<file path="config.mk">
export PLATFORM = sky130hd
export DESIGN_NAME = sar_adc_scan
export DESIGN_NICKNAME = d
export VERILOG_FILES = /design/src/rtl/sar_adc_scan.sv
export SDC_FILE = /design/constraint.sdc
export NUM_CORES = 1
export LEC_CHECK = 0
export CAP_MARGIN = 10
export CORE_ASPECT_RATIO = 1.2
export CORE_MARGIN = 1
export CORE_UTILIZATION = 30
export DETAILED_ROUTE_END_ITERATION = 12
export GPL_TIMING_DRIVEN = 0
export HOLD_SLACK_MARGIN = 0.1
export SETUP_SLACK_MARGIN = 0.05
export SYNTH_ARGS = -nofsm -noshare
export SYNTH_HDL_FRONTEND = slang
export SYNTH_SLANG_ARGS = --single-unit
</file>
<file path="constraint.sdc">
create_clock -name clk -period 4.5 [get_ports clk]
set_clock_uncertainty 0.2 [all_clocks]
set_input_delay 0.45 -clock clk [delete_from_list [all_inputs] [get_ports clk]]
set_output_delay 0.45 -clock clk [all_outputs]
set_load 0.02 [all_outputs]
</file>
<file path="src/rtl/sar_adc_scan.sv">
// Successive-approximation ADC sequencer: scans the channels enabled in a mask
// through one shared sample switch, cap DAC and comparator, tagging each result.
module sar_adc_scan #(
   parameter int Bits         = 6,
   parameter int ChanBits     = 2,
   parameter int SampleCycles = 1
) (
   input  logic                clk,
   input  logic                reset,
   input  logic                start,
   input  logic                continuous,
   input  logic [2**ChanBits-1:0] chan_mask,
   input  logic                comp,
   output logic                sample,
   output logic [ChanBits-1:0] channel,
   output logic [Bits-1:0]     trial,
   output logic [Bits-1:0]     result,
   output logic [ChanBits-1:0] result_chan,
   output logic                valid,
   output logic                busy,
   output logic                done
);
   localparam int NCH = 2**ChanBits;
   localparam int CW  = $clog2(SampleCycles + 1);
   localparam int BW  = $clog2(Bits + 1);

   typedef enum logic [1:0] {IDLE, SAMPLE, CONVERT} state_t;

   state_t          state_reg;
   logic [NCH-1:0]  mask_reg;
   logic [CW-1:0]   cnt_reg;
   logic [BW-1:0]   bit_reg;
   logic [NCH-1:0]  above;
   logic [Bits-1:0] onehot;
   logic [Bits-1:0] trial_next;

   // Enabled channels strictly above the one currently being converted.
   generate
      for (genvar gi = 0; gi < NCH; gi++) begin : g_above
         assign above[gi] = mask_reg[gi] && (ChanBits'(gi) > channel);
      end
   endgenerate

   function automatic logic [ChanBits-1:0] lowest_bit(input logic [NCH-1:0] v);
      lowest_bit = '0;
      for (int i = NCH - 1; i >= 0; i--) begin
         if (v[i]) lowest_bit = ChanBits'(i);
      end
   endfunction

   // Drop the bit under test if the DAC overshot, then arm the next lower bit.
   always_comb begin
      onehot     = Bits'(1) << bit_reg;
      trial_next = (comp ? (trial & ~onehot) : trial) | (onehot >> 1);
   end

   always_ff @(posedge clk) begin
      if (reset) begin
         state_reg   <= IDLE;
         mask_reg    <= '0;
         cnt_reg     <= '0;
         bit_reg     <= '0;
         sample      <= 1'b0;
         channel     <= '0;
         trial       <= '0;
         result      <= '0;
         result_chan <= '0;
         valid       <= 1'b0;
         busy        <= 1'b0;
         done        <= 1'b0;
      end else begin
         valid <= 1'b0;
         case (state_reg)
            IDLE: begin
               if (start && (chan_mask != '0)) begin
                  mask_reg  <= chan_mask;
                  channel   <= lowest_bit(chan_mask);
                  busy      <= 1'b1;
                  done      <= 1'b0;
                  sample    <= 1'b1;
                  cnt_reg   <= '0;
                  state_reg <= SAMPLE;
               end
            end
            SAMPLE: begin
               if (cnt_reg == CW'(SampleCycles - 1)) begin
                  sample    <= 1'b0;
                  trial     <= {1'b1, {(Bits-1){1'b0}}};
                  bit_reg   <= BW'(Bits - 1);
                  state_reg <= CONVERT;
               end else begin
                  cnt_reg <= cnt_reg + CW'(1);
               end
            end
            CONVERT: begin
               if (bit_reg != '0) begin
                  trial   <= trial_next;
                  bit_reg <= bit_reg - BW'(1);
               end else begin
                  result      <= trial_next;
                  result_chan <= channel;
                  valid       <= 1'b1;
                  trial       <= '0;
                  if (above != '0) begin
                     channel   <= lowest_bit(above);
                     sample    <= 1'b1;
                     cnt_reg   <= '0;
                     state_reg <= SAMPLE;
                  end else if (continuous && (chan_mask != '0)) begin
                     mask_reg  <= chan_mask;
                     channel   <= lowest_bit(chan_mask);
                     sample    <= 1'b1;
                     cnt_reg   <= '0;
                     state_reg <= SAMPLE;
                  end else begin
                     busy      <= 1'b0;
                     done      <= 1'b1;
                     state_reg <= IDLE;
                  end
               end
            end
            default: state_reg <= IDLE;
         endcase
      end
   end
endmodule

</file>
==> results of run 1 <==
critical path: stages:
cell and delay (ns):
sky130_fd_sc_hd__clkdlybuf4s50_1 0.47, sky130_fd_sc_hd__or4_4 0.61, sky130_fd_sc_hd__o221ai_4 0.29, sky130_fd_sc_hd__a311oi_2 0.13
sky130_fd_sc_hd__a21oi_2 0.19, sky130_fd_sc_hd__a311oi_2 0.06
cell type report:
| type | instances | area [µm²] |
|---|---|---|
| fillers | 529 | 2960 |
| multi-input cells | 137 | 894.6 |
| flip-flops and latches | 28 | 560.5 |
| repair buffers | 28 | 280.3 |
| well taps | 60 | 75.07 |
| clock buffers | 3 | 41.29 |
| inverters | 10 | 37.54 |
| clock inverters | 1 | 30.03 |
| plain buffers | 6 | 25.02 |
final timing paths:
check | start | end | slack, ns | depth (start not counted)
max | chan_mask[2] | channel[1]$_SDFFE_PP0P_ | 2.25 | 6
min | result_chan[0]$_SDFFE_PP0P_ | result_chan[0]$_SDFFE_PP0P_ | 0.26 | 2
max reg2reg | bit_reg[0]$_SDFFE_PP0P_ | channel[1]$_SDFFE_PP0P_ | 2.28 | 7
min reg2reg | result_chan[0]$_SDFFE_PP0P_ | result_chan[0]$_SDFFE_PP0P_ | 0.26 | 2
cell usage in the layout (no fill, tap or decap), types with 2 or more instances in the layout:
master,n
sky130_fd_sc_hd__a21oi_1,22
sky130_fd_sc_hd__nor3_1,3
sky130_fd_sc_hd__clkbuf_8,3
sky130_fd_sc_hd__mux2i_1,3
sky130_fd_sc_hd__nand3_1,7
sky130_fd_sc_hd__nor2_1,21
sky130_fd_sc_hd__a211oi_2,2
sky130_fd_sc_hd__a211oi_1,4
sky130_fd_sc_hd__nand2b_1,7
sky130_fd_sc_hd__a2bb2oi_1,3
sky130_fd_sc_hd__a311oi_2,2
sky130_fd_sc_hd__o21ai_0,5
sky130_fd_sc_hd__ha_1,9
sky130_fd_sc_hd__nand2_1,20
sky130_fd_sc_hd__nor2b_1,7
sky130_fd_sc_hd__inv_1,9
sky130_fd_sc_hd__dfxtp_1,28
sky130_fd_sc_hd__clkbuf_1,3
sky130_fd_sc_hd__o211ai_1,2
sky130_fd_sc_hd__clkdlybuf4s50_1,28
sky130_fd_sc_hd__buf_2,2
per-layer routing:
metal | up-vias | GRT usage [%] | routed length (µm)
li1 | 695 | - | -
met1 | 623 | 16.52 | 1651
met2 | 19 | 26.26 | 1686
met3 | 2 | 2.571 | 125
met4 | 0 | 3.191 | 15
met5 | - | 0 | 0
cell families after synthesis:
| kind of cell | after synthesis |
|---|---|
| simple gates | 74 |
| flops | 28 |
| mux | 4 |
| fa+ha+maj | 9 |
| buf+inv | 16 |
| compound gates | 50 |
cells in the mapped netlist (2+ instances only):
| cell type | n | area (µm²) |
|---|---|---|
| sky130_fd_sc_hd__o211ai_1 | 2 | 15.01 |
| sky130_fd_sc_hd__clkbuf_1 | 3 | 11.26 |
| sky130_fd_sc_hd__nor2_1 | 21 | 78.83 |
| sky130_fd_sc_hd__buf_2 | 2 | 10.01 |
| sky130_fd_sc_hd__o21ai_0 | 5 | 25.02 |
| sky130_fd_sc_hd__mux2i_1 | 3 | 30.03 |
| sky130_fd_sc_hd__ha_1 | 9 | 112.6 |
| sky130_fd_sc_hd__a311oi_2 | 2 | 30.03 |
| sky130_fd_sc_hd__nor2b_1 | 7 | 43.79 |
| sky130_fd_sc_hd__nand2b_1 | 7 | 43.79 |
| sky130_fd_sc_hd__a211oi_1 | 4 | 30.03 |
| sky130_fd_sc_hd__inv_1 | 9 | 33.78 |
| sky130_fd_sc_hd__nand2_1 | 20 | 75.07 |
| sky130_fd_sc_hd__a21oi_1 | 22 | 110.1 |
| sky130_fd_sc_hd__nor3_1 | 3 | 15.01 |
| sky130_fd_sc_hd__dfxtp_1 | 28 | 560.5 |
| sky130_fd_sc_hd__a211oi_2 | 2 | 25.02 |
| sky130_fd_sc_hd__nand3_1 | 7 | 35.03 |
| sky130_fd_sc_hd__a2bb2oi_1 | 3 | 26.28 |
power breakdown:
part / internal [mW] / leakage (nW) / switching, mW / total [mW]
registers: 0.294 / 0.228 / 0.0462 / 0.341
clock network: 0.119 / 0.0357 / 0.0812 / 0.200
logic: 0.187 / 0.444 / 0.243 / 0.430
==> impl_metrics.env, run 1 <==
export IMPL_status="finished, violations left"
export IMPL_violations="DRC"
export IMPL_async_reset_ff_share_pct=0
export IMPL_place_detailed_instances=269
export IMPL_portBuffers=28
export IMPL_static_leakage_power_nw=0.7079
export IMPL_first_global_vias=1326
export IMPL_dp_slack_ns=1.972
export IMPL_yosys_cell_types_count=41
export IMPL_cts_made_buffers=3
export IMPL_number_of_top_level_design_ports=29
export IMPL_timing_critical_path_required_ns=4.44
export IMPL_synthesis_area_um2=1518
export IMPL_antenna_found_initial=0
export IMPL_path_class="input pin to register"
export IMPL_drt_iter0_drc=52
export IMPL_reg_top3="result x6, trial x6"
export IMPL_synth_compound_area_share_pct=24.48
export IMPL_coreArea_um2=4905
export IMPL_post_route_ant_nets=0
export IMPL_rsz_0062_raised_after_global_routing="false"
export IMPL_syn_instance_count=181
export IMPL_gp_congestion=0.8187
export IMPL_grt_max_degree=17
export IMPL_multiplexer_share_of_the_synthesized_area_pct=2.968
export IMPL_timing_final_setup_violations=0
export IMPL_max_slew_worst_pin_slew_ns=0.5199
export IMPL_design_power_total_mw=0.9706
export IMPL_critical_path_max_fanout=6
export IMPL_cp_end_kind="register"
export IMPL_number_of_flops_mapped_to_enable_cells_by_yosys=0
export IMPL_final_instance_count_excl_fill=273
export IMPL_fp_dieH_um=79.92
export IMPL_max_vdd_ir_drop_mv=0.1694
export IMPL_postLayoutCoreUtil_pct=39.64
export IMPL_die_width_um=66.93
export IMPL_synth_simple_gate_area_share_pct=24.07
export IMPL_routed_wirelength_um=3479
export IMPL_synth_warning_count=0
export IMPL_cap_viol_max_count=0
export IMPL_postSynthRegisterBits=28
export IMPL_postSynthNetCount=199
export IMPL_cts_post_setup_buffers_inserted=0
export IMPL_synth_xor_area_share_pct=0
export IMPL_cts_tree="built"
export IMPL_timing_max_transition_violations_final=0
export IMPL_start_util_pct=30.94
export IMPL_finalWorstPathRequiredPeriod_ns=2.252
export IMPL_clkSinkCount=28
export IMPL_timing_setup_tns_ns=0
export IMPL_timing_critical_path_from_type="input pin"
export IMPL_gr_total_overflow=0
export IMPL_drive_gt1_share_pct=9.390
export IMPL_fin_hold_ws_ns=0.2602
export IMPL_cts_max_path_buffers=2
export IMPL_final_min_period_over_clock_period_pct=50.03
export IMPL_cts_repair_resized=0
export IMPL_design_die_area_um2=5349
export IMPL_largest_family_of_logic_cells_by_synthesized_area="compound AO/OA/AOI/OAI gates"
export IMPL_wl_per_cell_um=12.74
export IMPL_syn_mean_instance_area_um2=8.385
export IMPL_setup_slack_ns=2.248
export IMPL_area_growth_syn_to_layout_pct=28.11
export IMPL_ctsHoldBuffers=0
export IMPL_max_slew_margin_rel_pct=65.34
export IMPL_yosysSeqAreaShare_pct=36.93
export IMPL_worst_setup_hold_path_clk_slew_ns=0.10
export IMPL_path_type_of_the_worst_min_delay_path="register to register"
export IMPL_drtPass1Iterations=8
export IMPL_timing_fmax_mhz=444.1
export IMPL_core_rowCount=28
export IMPL_cts_htree_levels=1
export IMPL_vias_per_cell=4.905
export IMPL_clock_tree_root_cell="sky130_fd_sc_hd__clkbuf_8"
export IMPL_critPathArrivalTime_ns=2.19
export IMPL_final_hold_violation_count=0
export IMPL_clk_latency_ns=0.27
export IMPL_antenna_cells=0
export IMPL_grt_total_usage_pct=14.21
export IMPL_post_dp_hpwl_um=2624
export IMPL_routed_via_count=1339
export IMPL_nNetsFinal=232
export IMPL_synth_adder_area_share_pct=7.420
export IMPL_synth_flop_cell="sky130_fd_sc_hd__dfxtp_1"
export IMPL_global_route_wire_length_before_repair_um=5920
export IMPL_postLayoutCellArea_um2=1944
export IMPL_cell_area_reported_after_detailed_placement_um2=1873
export IMPL_drc=1
export IMPL_power_density_nw_per_um2=499.2
Note: power is estimated with default switching activity, not from simulation.
==> run 2, diff against run 1 <==
==> constraint.sdc (replaced) <==
create_clock -name clk -period 2.1 [get_ports clk]
set_clock_uncertainty 0.2 [all_clocks]
set_input_delay 0.21 -clock clk [delete_from_list [all_inputs] [get_ports clk]]
set_output_delay 0.21 -clock clk [all_outputs]
set_load 0.02 [all_outputs]
==> impl_metrics.env, run 2 (synthesized netlist as in run 1, its figures left out) <==
export IMPL_status="finished, violations left"
export IMPL_violations="DRC"
export IMPL_cts_made_buffers=3
export IMPL_comb_power_share_pct=46.9
export IMPL_hold_depth=3
export IMPL_cts_htree_levels=1
export IMPL_cts_tree="built"
export IMPL_drtPass1Iterations=8
export IMPL_cp_slowest_cell="sky130_fd_sc_hd__or4_4"
export IMPL_fp_dieH_um=79.92
export IMPL_nNetsFinal=237
export IMPL_internal_power_mw=1.358
export IMPL_final_hold_violation_count=0
export IMPL_path_class="input pin to register"
export IMPL_p_sw_share_pct=38.04
export IMPL_place_detailed_instances=269
export IMPL_start_util_pct=30.94
export IMPL_reg_top3="result x6, trial x6"
export IMPL_critPathArrivalTime_ns=1.97
export IMPL_finalWorstPathRequiredPeriod_ns=1.978
export IMPL_final_min_period_over_clock_period_pct=94.21
export IMPL_post_dp_hpwl_um=2624
export IMPL_cp_end_kind="register"
export IMPL_worst_setup_hold_path_clk_slew_ns=0.10
export IMPL_routed_wirelength_um=3511
export IMPL_grt_total_usage_pct=14.24
export IMPL_clkSinkCount=28
export IMPL_max_slew_worst_pin_slew_ns=0.5192
export IMPL_timing_final_setup_violations=0
export IMPL_clock_tree_root_cell="sky130_fd_sc_hd__clkbuf_8"
export IMPL_critical_path_max_fanout=5
export IMPL_antenna_found_initial=0
export IMPL_timing_fmax_mhz=505.5
export IMPL_clockPowerShare_pct=19.6
export IMPL_wl_per_cell_um=12.63
export IMPL_drc=1
export IMPL_vias_per_cell=4.964
export IMPL_core_rowCount=28
export IMPL_gr_total_overflow=0
export IMPL_design_power_total_mw=2.191
export IMPL_area_growth_syn_to_layout_pct=33.39
export IMPL_rsz_0062_raised_after_global_routing="false"
export IMPL_p_sw_mw=0.8335
export IMPL_post_route_ant_nets=0
export IMPL_drive_gt1_share_pct=15.14
export IMPL_cell_by_cell_trace_of_the_critical_path="clkdlybuf4s50_1, or4_4, o221ai_4, a311oi_4, buf_4, a311oi_2"
export IMPL_coreArea_um2=4905
export IMPL_global_route_wire_length_before_repair_um=5934
export IMPL_die_width_um=66.93
export IMPL_power_sequential_fraction_pct=33.5
export IMPL_power_density_nw_per_um2=1082
export IMPL_crit_path_max_incr_delay_ns=0.61
export IMPL_clk_latency_ns=0.27
export IMPL_layout_common_cells="sky130_fd_sc_hd__dfxtp_1 (27), sky130_fd_sc_hd__clkdlybuf4s50_1 (27), sky130_fd_sc_hd__a21oi_1 (22)"
export IMPL_final_instance_count_excl_fill=278
export IMPL_max_vdd_ir_drop_mv=0.3988
export IMPL_cts_max_path_buffers=2
export IMPL_static_leakage_power_nw=0.7460
export IMPL_design_die_area_um2=5349
export IMPL_fillCellCount=524
export IMPL_timing_max_transition_violations_final=0
export IMPL_gp_congestion=0.8187
export IMPL_grt_max_degree=17
export IMPL_drt_iter0_drc=65
export IMPL_timing_critical_path_from_type="input pin"
export IMPL_cap_viol_max_count=0
export IMPL_portBuffers=28
export IMPL_routed_via_count=1380
export IMPL_first_global_vias=1332
export IMPL_max_slew_margin_rel_pct=65.39
export IMPL_ctsHoldBuffers=0
export IMPL_antenna_cells=0
export IMPL_reg2regPathDepth=7
export IMPL_number_of_top_level_design_ports=29
export IMPL_path_type_of_the_worst_min_delay_path="input pin to register"
export IMPL_timing_critical_path_required_ns=2.10
[run 2: cell types whose count changed in the layout (fill, tap and decap cells not counted), sizes merged]
cell	previous run	this run
dlymetal6s2s	0	1
clkdlybuf4s50	28	27
buf	3	8
[run 2: final cells by class]
type	instances	area (µm²)	share of cell area, %
multi-input combinational	137	930.9	45.98
sequential	28	561.8	27.75
timing repair buffer	33	320.3	15.82
tap	60	75.07	3.708
clock buffer	3	41.29	2.040
inverter	10	40.04	1.978
clock inverter	1	30.03	1.483
buffer	6	25.02	1.236
[run 2: layer usage]
metal,wire length (µm),track usage [%],share of wire [%]
met1,1630,16.43,46
met2,1721,26.46,49
met3,143,2.571,4.1
met4,16,3.191,0.46
met5,0,0,0
[run 2: repair_timing]
item / CTS / global route
setup buffers: 1 / 4
pin swaps: 1 / 3
resized for setup: 5 / 8
endpoints found under the setup margin: 5 / 7
[run 2: worst paths after layout]
check,end,startpoint,slack [ns]
worst max-delay path,channel[1]$_SDFFE_PP0P_,chan_mask[0],0.12
worst min-delay path,mask_reg[1]$_SDFFE_PP0P_,chan_mask[1],0.08
worst max register to register,channel[1]$_SDFFE_PP0P_,bit_reg[0]$_SDFFE_PP0P_,0.19
worst min register to register,result_chan[0]$_SDFFE_PP0P_,result_chan[0]$_SDFFE_PP0P_,0.26
[run 2: critical path, delay by kind of cell]
family / cells / cell delay [ns]
buffers and inverters: 2 / 0.62
AOI/OAI and AO/OA: 3 / 0.53
and+or+nand+nor: 1 / 0.61
[run 2: stage by stage]
step	utilization (%)	TNS (ns)	instance area, µm²	hold slack [ns]	setup WS (ns)
final	41.28	0	2024	0.08198	0.1216
after global placement	38.19	-0.6466	1873	0.2492	-0.1916
after detailed placement	38.19	-0.6360	1873	0.2487	-0.1885
after CTS	40.33	0	1978	0.2640	0.05868
after global routing	41.28	0	2024	0.1053	0.05388
after floorplan	-	0	1518	0.1647	0.1197
[run 2: power groups by stage]
| stage | combinational, mW | sequential [mW] | clock [mW] |
|---|---|---|---|
| global placement | 0.916 | 0.742 | 0 |
| CTS | 0.983 | 0.733 | 0.444 |
| global route | 1.13 | 0.753 | 0.463 |
| detailed placement | 0.923 | 0.745 | 0 |
| finish | 1.03 | 0.734 | 0.429 |
| floorplan | 0.612 | 0.787 | 0 |
==> run 3, diff against run 2 <==
--- a/config.mk
+++ b/config.mk
@@ -9,10 +9,12 @@
 export CORE_ASPECT_RATIO = 1.2
 export CORE_MARGIN = 1
 export CORE_UTILIZATION = 30
+export CTS_CLUSTER_DIAMETER = 50
 export DETAILED_ROUTE_END_ITERATION = 12
 export GPL_TIMING_DRIVEN = 0
 export HOLD_SLACK_MARGIN = 0.1
 export SETUP_SLACK_MARGIN = 0.05
+export SLEW_MARGIN = 20
 export SYNTH_ARGS = -nofsm -noshare
 export SYNTH_HDL_FRONTEND = slang
 export SYNTH_SLANG_ARGS = --single-unit
==> results of run 3 <==
Final layout, timing and power as in run 2 (identical DEF).
